==> src/rtl/imm_field_encoder_if.sv <==
// rtl/imm_field_encoder_if.sv - stream and status bundle for the immediate field encoder
interface imm_field_encoder_if #(
    parameter int IW    = 34,
    parameter int VW    = 24,
    parameter int CNT_W = 8
);
    logic             in_valid;
    logic             in_ready;
    logic [IW-1:0]    in_word;
    logic [1:0]       in_immsrc;
    logic [VW-1:0]    in_value;
    logic             out_valid;
    logic             out_ready;
    logic [IW-1:0]    out_word;
    logic             out_err;
    logic [CNT_W-1:0] err_count;
    logic             clr_err;

    modport master (
        output in_valid, in_word, in_immsrc, in_value, out_ready, clr_err,
        input  in_ready, out_valid, out_word, out_err, err_count
    );

    modport slave (
        input  in_valid, in_word, in_immsrc, in_value, out_ready, clr_err,
        output in_ready, out_valid, out_word, out_err, err_count
    );
endinterface

==> src/rtl/imm_field_encoder.sv <==
// rtl/imm_field_encoder.sv - packs a range-checked signed immediate into an instruction word
module imm_field_encoder #(
    parameter int IW    = 34,
    parameter int VW    = 24,
    parameter int CNT_W = 8
) (
    input  logic clk,
    input  logic rst_n,
    imm_field_encoder_if.slave bus
);
    // Widest field is 16 bits, so only that much of the value is carried past S1.
    localparam int MAXW = 16;

    logic             s1_valid;
    logic [IW-1:0]    s1_word;
    logic [1:0]       s1_immsrc;
    logic [MAXW-1:0]  s1_imm;
    logic             s1_fits;

    logic             s2_valid;
    logic [IW-1:0]    s2_word;
    logic             s2_err;
    logic [CNT_W-1:0] err_cnt;

    logic             s2_adv;
    logic             s1_adv;
    logic             in_fire;
    logic             out_fire;
    logic             in_fits;
    logic [IW-1:0]    packed_word;

    assign s2_adv   = !s2_valid || bus.out_ready;
    assign s1_adv   = s1_valid && s2_adv;
    assign in_fire  = bus.in_valid && bus.in_ready;
    assign out_fire = s2_valid && bus.out_ready;

    assign bus.in_ready  = !s1_valid || s2_adv;
    assign bus.out_valid = s2_valid;
    assign bus.out_word  = s2_word;
    assign bus.out_err   = s2_err;
    assign bus.err_count = err_cnt;

    // Representable when every bit from the field's sign bit upward agrees.
    always_comb begin
        in_fits = 1'b1;
        case (bus.in_immsrc)
            2'b00:   in_fits = (&bus.in_value[VW-1:9])  || !(|bus.in_value[VW-1:9]);
            2'b01:   in_fits = (&bus.in_value[VW-1:15]) || !(|bus.in_value[VW-1:15]);
            2'b10:   in_fits = (&bus.in_value[VW-1:1])  || !(|bus.in_value[VW-1:1]);
            default: in_fits = 1'b1;
        endcase
    end

    always_comb begin
        packed_word = s1_word;
        case (s1_immsrc)
            2'b00:   packed_word[9:0]  = s1_imm[9:0];
            2'b01:   packed_word[15:0] = s1_imm[15:0];
            2'b10:   packed_word[1:0]  = s1_imm[1:0];
            default: packed_word       = s1_word;
        endcase
    end

    always_ff @(posedge clk or negedge rst_n) begin
        if (!rst_n) begin
            s1_valid  <= 1'b0;
            s1_word   <= '0;
            s1_immsrc <= 2'b11;
            s1_imm    <= '0;
            s1_fits   <= 1'b1;
        end else begin
            if (in_fire) begin
                s1_valid  <= 1'b1;
                s1_word   <= bus.in_word;
                s1_immsrc <= bus.in_immsrc;
                s1_imm    <= bus.in_value[MAXW-1:0];
                s1_fits   <= in_fits;
            end else if (s1_adv) begin
                s1_valid  <= 1'b0;
            end
        end
    end

    always_ff @(posedge clk or negedge rst_n) begin
        if (!rst_n) begin
            s2_valid <= 1'b0;
            s2_word  <= '0;
            s2_err   <= 1'b0;
        end else if (s2_adv) begin
            s2_valid <= s1_valid;
            if (s1_valid) begin
                s2_word <= packed_word;
                s2_err  <= !s1_fits;
            end
        end
    end

    // Clear wins over a coincident errored handshake; the count sticks at all-ones.
    always_ff @(posedge clk or negedge rst_n) begin
        if (!rst_n) begin
            err_cnt <= '0;
        end else if (bus.clr_err) begin
            err_cnt <= '0;
        end else if (out_fire && s2_err && !(&err_cnt)) begin
            err_cnt <= err_cnt + 1'b1;
        end
    end
endmodule
==> src/flat_wrapper.sv <==
// flat-port wrapper written by rule: the top's interface ports become plain ports
module imm_field_encoder_flat 
#(
    parameter int IW    = 34,
    parameter int VW    = 24,
    parameter int CNT_W = 8
)
  (clk, rst_n, bus_in_valid, bus_in_word, bus_in_immsrc, bus_in_value, bus_out_ready, bus_clr_err, bus_in_ready, bus_out_valid, bus_out_word, bus_out_err, bus_err_count);
  imm_field_encoder_if #(.IW(IW), .VW(VW), .CNT_W(CNT_W)) bus_i ();
  input  logic clk;
  input  logic rst_n;
  input wire logic [$bits(bus_i.in_valid)-1:0] bus_in_valid;
  input wire logic [$bits(bus_i.in_word)-1:0] bus_in_word;
  input wire logic [$bits(bus_i.in_immsrc)-1:0] bus_in_immsrc;
  input wire logic [$bits(bus_i.in_value)-1:0] bus_in_value;
  input wire logic [$bits(bus_i.out_ready)-1:0] bus_out_ready;
  input wire logic [$bits(bus_i.clr_err)-1:0] bus_clr_err;
  output wire logic [$bits(bus_i.in_ready)-1:0] bus_in_ready;
  output wire logic [$bits(bus_i.out_valid)-1:0] bus_out_valid;
  output wire logic [$bits(bus_i.out_word)-1:0] bus_out_word;
  output wire logic [$bits(bus_i.out_err)-1:0] bus_out_err;
  output wire logic [$bits(bus_i.err_count)-1:0] bus_err_count;
  assign bus_i.in_valid = bus_in_valid;
  assign bus_i.in_word = bus_in_word;
  assign bus_i.in_immsrc = bus_in_immsrc;
  assign bus_i.in_value = bus_in_value;
  assign bus_i.out_ready = bus_out_ready;
  assign bus_i.clr_err = bus_clr_err;
  assign bus_in_ready = bus_i.in_ready;
  assign bus_out_valid = bus_i.out_valid;
  assign bus_out_word = bus_i.out_word;
  assign bus_out_err = bus_i.out_err;
  assign bus_err_count = bus_i.err_count;
  imm_field_encoder #(.IW(IW), .VW(VW), .CNT_W(CNT_W)) u_core (.clk(clk), .rst_n(rst_n), .bus(bus_i));
endmodule
==> config.mk <==
export PLATFORM = sky130hd
export DESIGN_NAME = imm_field_encoder_flat
export DESIGN_NICKNAME = d
export VERILOG_FILES = /design/src/rtl/imm_field_encoder_if.sv /design/src/rtl/imm_field_encoder.sv /design/src/flat_wrapper.sv
export SDC_FILE = /design/constraint.sdc
export NUM_CORES = 1
export LEC_CHECK = 0
export CELL_PAD_IN_SITES_DETAIL_PLACEMENT = 0
export CELL_PAD_IN_SITES_GLOBAL_PLACEMENT = 1
export CORE_UTILIZATION = 35
export DETAILED_ROUTE_END_ITERATION = 16
export PLACE_DENSITY = 0.85
export SLEW_MARGIN = 10
export SYNTH_ARGS = -nofsm -noshare
export SYNTH_HDL_FRONTEND = slang
export SYNTH_SLANG_ARGS = --single-unit
export TNS_END_PERCENT = 20
==> constraint.sdc <==
create_clock -name clk -period 1.52 [get_ports clk]
set_input_delay 0.152 -clock clk [delete_from_list [all_inputs] [get_ports clk]]
set_output_delay 0.152 -clock clk [all_outputs]
set_load 0.01 [all_outputs]
# Word level (Yosys, flattened, before mapping)
# Index checks and enable logic that the tools add are counted.
[word_totals]
elab_cells = 53
reg_bits = 98
in_bits = 65
out_inout_bits = 45
[classes]
eq_ne = 4
mux = 8
add_sub_neg = 1
n_reduce_logical = 31
[op_table]
columns = ["op", "n"]
rows = [
  ["$mux W8", 3],
  ["$reduce_and A23 Y1", 1],
  ["$reduce_or A23 Y1", 1],
  ["$reduce_and A15 Y1", 1],
  ["$reduce_or A15 Y1", 1],
  ["$reduce_and A9 Y1", 1],
  ["$reduce_or A9 Y1", 1],
  ["$add A8 B1 Y8 const B", 1],
  ["$reduce_and A8 Y1", 1],
  ["$logic_not A1 Y1", 7],
  ["$mux W6", 1],
  ["$logic_and A1 B1 Y1", 5],
  ["$logic_or A1 B1 Y1", 5],
  ["$eq A2 B1 Y1 const B", 2],
  ["$eq A2 B2 Y1 const B", 2],
  ["$logic_not A2 Y1", 2],
  ["$reduce_bool A2 Y1", 2],
  ["$pmux W1 S3", 1],
  ["$reduce_or A3 Y1", 1],
  ["$mux W1", 2],
  ["$mux W2", 1],
  ["$reduce_and A2 Y1", 1],
  ["$reduce_or A2 Y1", 1],
]

# Logic depth before layout (Yosys ltp)
[logic_depth]
ltp_word = 5
ltp_mapped = 5
mapped_depth_nobuf = 5

# Worst setup path before layout
# No wires, ideal clock.
[synth_timing]
path_type = "flip-flop to flip-flop"
startpoint = "register u_core.err_cnt[0], in the netlist u_core.bus.err_count[0]"
endpoint = "register u_core.err_cnt[5], in the netlist u_core.bus.err_count[5]"
t_arrival_ns = 1.437
slack_ns = -0.045
period_less_slack_ns = 1.565
path_buffers = 0
t_required_ns = 1.392
setup_time_ns = 0.128
stages_incl_launch_ff = 6
path_cell_list = "dfrtp_1 -> ha_1 -> and3_2 -> a2111oi_4 -> xnor2_1 -> nor2_1"
[synth_via]
elab_chain_len = 4
word_cells_on_any_way = 7
classes_between = "add/sub (1); mux (2); reduce/logical (4)"
[synth_lines]
columns = ["element", "line", "text"]
rows = [
  ["from (decl)", "imm_field_encoder.sv:23", "logic [CNT_W-1:0] err_cnt;"],
  ["from (signal assigned)", "imm_field_encoder.sv:105", "err_cnt <= err_cnt + 1'b1;"],
  ["parallel branches: the longest is 4 deep, another holds $add A8 B1 Y8", "-", ""],
]
# Several ways; the timed one is not identified. The select of a mux whose other input is x is not followed.
# A chain may end at the register's enable or synchronous reset.

# Worst setup path after layout
[layout_timing]
startpoint = "register u_core.err_cnt[6], in the netlist u_core.bus.err_count[6]"
endpoint = "output bus_err_count[6]"
[layout_lines]
columns = ["element", "line", "text"]
rows = [
  ["to (decl)", "flat_wrapper.sv:22", "output wire logic [$bits(bus_i.err_count)-1:0] bus_err_count;"],
]
# No word-level cell between the ends.

==> metrics <==
run status=finished clean; DRC violation total after the first TritonRoute iteration=100; synth unique cells=35; Critical Path RT=1370 ps; flops & latches, synth=98; CTS H-tree lvls=3; post-CTS setup repair buffer count=0; achievable clock frequency=0.686 GHz; final non-filler cell total=589; aggregate routed wire length=8840 µm; arrival time at the worst endpoint=1300 ps; Mapped Area=4110 µm²; pin count of the biggest net entering global routing=59; RSZ-0062 raised after global routing=yes; logic depth of the worst register-to-register path=5; TritonCTS clock tree=built; Worst-path clk slew=60 ps; num rows=39; DRC viols=0; Starting Density=0.360; residual overflow from global routing=0; insertion delay of the later-clocked pin in the worst-skew pair=340 ps; type of the tightest min-delay check=input pin to asynchronous set/reset pin; number of endpoints with negative hold slack in the final report=0; path type of the worst setup path=register to output pin; setup slack of the worst register-to-register path=70 ps; vias post-DR=2815; Reg-to-Reg Start=u_core.bus.err_count[0]; Total Nets Final=507; Pwr per Cell Area=1230 nW/µm²; router iterations before antenna repair=4; Post-Synthesis Mean Instance Area=13.9 µm²; CTS max path bufs=2; number of antenna violations at the first check in global routing=0; end-of-flow core utilization=0.524; last weighted congestion value of the routability-driven placer=0.784; worst slack at placement=-245 ps; Crit. End Element=output pin; global-route wire length before repair=14800 µm; clock sink count=98; transition time of the tightest slew-check pin=313 ps; Net Count, Synth=363; detailed placement HPWL=6600 µm; ratio of cells with drive above 1 in the final layout=0.316; clock period minus worst slack=1460 ps; area growth from synthesis to final layout=45.3%; number of placed I/O pins=110; count of endpoints failing setup in the final report=0; number of buffers inserted during clock tree synthesis=9; worst clock skew=4.94 ps; capturing point of the worst reg2reg path=u_core.bus.err_count[1]; most common library cell in the layout ignoring fill and taps=sky130_fd_sc_hd__clkdlybuf4s50_1; Total GRT Usage=0.153; antenna violation net count after detailed routing=0; antenna diode instance count=0; worst rel slew slack=0.791; vias in the first global route=3091; leakage power figure=2.54 nW; worst path setup slack after routing=63.3 ps; ys flop type=sky130_fd_sc_hd__dfrtp_1; critical path launch point type=register; number of enable-type register cells in the synthesized netlist=0; final period utilization=0.958; post-synthesis cell count=297; dpl cells=572; final hold slack=329 ps; overall die area=12200 µm²; post-synthesis async set-or-reset flop share=1.00; maximum fanout along the worst path=2; Vert. Die Dim=110 µm; IR drop worst, VDD=540 µV; port bufs=109; routed via count divided by cell count=4.78; root buffer selected by CTS=sky130_fd_sc_hd__clkbuf_16; YS warnings=0; number of pins exceeding their max-slew limit in the final report=0; Wirelength per Cell=15.0 µm; Max-cap violations=0; Die Span X=110 µm; core area=11400 µm²; sequential share of the synthesized area=0.597; commonest cells after routing, fill and taps aside=99 x sky130_fd_sc_hd__clkdlybuf4s50_1, 94 x sky130_fd_sc_hd__dfrtp_1, 70 x sky130_fd_sc_hd__mux2_2
==> how the worst max path moves through the flow <==
stage	startpoint	slack, ps	end	cells after the start
floorplan	u_core.bus.out_valid	-5	u_core.s1_imm[11]	4
global placement	bus_in_value[2]	-230	u_core.s1_fits	5
detailed placement	bus_in_value[10]	-250	u_core.s1_fits	5
CTS	u_core.bus.out_valid	-6	bus_in_ready	3
global route	u_core.bus.out_valid	-3	u_core.s1_word[12]	4
finish	u_core.bus.err_count[6]	60	bus_err_count[6]	2
==> sequential cells by signal, indices dropped and copies added (netlist names) <==
signal and count:
u_core.s1_fits 1, u_core.bus.out_word 34, u_core.s1_imm 16, u_core.s1_word 34, u_core.bus.out_valid 1, u_core.bus.err_count 8, u_core.s1_immsrc 2, u_core.bus.out_err 1
u_core.s1_valid 1
==> cell usage after synthesis (2+ instances only) <==
cell | n | area share
sky130_fd_sc_hd__o21ai_0 | 18 | 0.022
sky130_fd_sc_hd__mux2i_1 | 17 | 0.041
sky130_fd_sc_hd__or4_1 | 5 | 0.0091
sky130_fd_sc_hd__a2111oi_4 | 3 | 0.020
sky130_fd_sc_hd__xnor2_1 | 7 | 0.015
sky130_fd_sc_hd__inv_1 | 2 | 0.0018
sky130_fd_sc_hd__clkbuf_1 | 4 | 0.0036
sky130_fd_sc_hd__dfstp_2 | 3 | 0.019
sky130_fd_sc_hd__nand4_1 | 5 | 0.0076
sky130_fd_sc_hd__mux2_2 | 70 | 0.19
sky130_fd_sc_hd__buf_2 | 8 | 0.0097
sky130_fd_sc_hd__nor2_1 | 11 | 0.010
sky130_fd_sc_hd__nand2_1 | 21 | 0.019
sky130_fd_sc_hd__dfrtp_1 | 95 | 0.58
sky130_fd_sc_hd__a211oi_1 | 3 | 0.0055
sky130_fd_sc_hd__a21oi_1 | 2 | 0.0024
sky130_fd_sc_hd__nand2b_1 | 3 | 0.0046
sky130_fd_sc_hd__nand3_1 | 3 | 0.0036
==> kinds of logic (layout without fill, tap and decap cells) <==
family          count (synthesis)  count (layout)  synth area share
xor+xnor                        7               7            0.0149
buf+inv                        16             165            0.0189
simple gates                   59              59            0.0770
fa+ha+maj                       1               1           0.00304
flops                          98              98             0.597
mux                            87              87             0.233
compound gates                 29              29            0.0563
==> area by class of cell <==
| cell class | count | area (µm²) |
|---|---|---|
| fill | 1043 | 5440 |
| sequential | 98 | 2460 |
| multi-input combinational | 183 | 1590 |
| timing repair buffer | 147 | 1430 |
| clock buffer | 12 | 256 |
| tap | 143 | 179 |
| clock inverter | 4 | 50.0 |
| inverter | 2 | 7.51 |
==> stage by stage <==
| stage | setup TNS, ps | power (mW) | cell area [µm²] |
|---|---|---|---|
| finish | 0 | 7.32 | 5980 |
| floorplan | -212 | 4.06 | 4120 |
| detailed placement | -12450 | 5.09 | 5650 |
| global placement | -10630 | 5.03 | 5650 |
| global route | -5.98 | 7.69 | 5980 |
| CTS | -5.91 | 7.44 | 5960 |
==> routing by layer <==
metal  track usage  vias up  share of wire
met3        0.0395       11          0.048
li1              -     1351              -
met2         0.262       70           0.51
met5             0        -              0
met1         0.183     1383           0.42
met4        0.0596        0          0.016
==> power by group <==
part | switching, mW | internal [mW]
registers | 0.249 | 3.08
logic | 0.634 | 1.05
clock network | 0.949 | 1.36
==> critical path, cell delays in order, from the launching register on <==
cell                              delay, ps
sky130_fd_sc_hd__dfrtp_1                370
sky130_fd_sc_hd__buf_4                  130
sky130_fd_sc_hd__clkdlybuf4s50_1        460
==> timing repair <==
item / in CTS / in global routing
cloned: 0 / 0
setup endpoints to repair: 5 / 11
hold endpoints to repair: 95 / 0
hold buffers: 1 / 0
pin swaps: 1 / 4
gates resized for setup: 5 / 11
No activity file was read; power rests on OpenSTA's default activity.
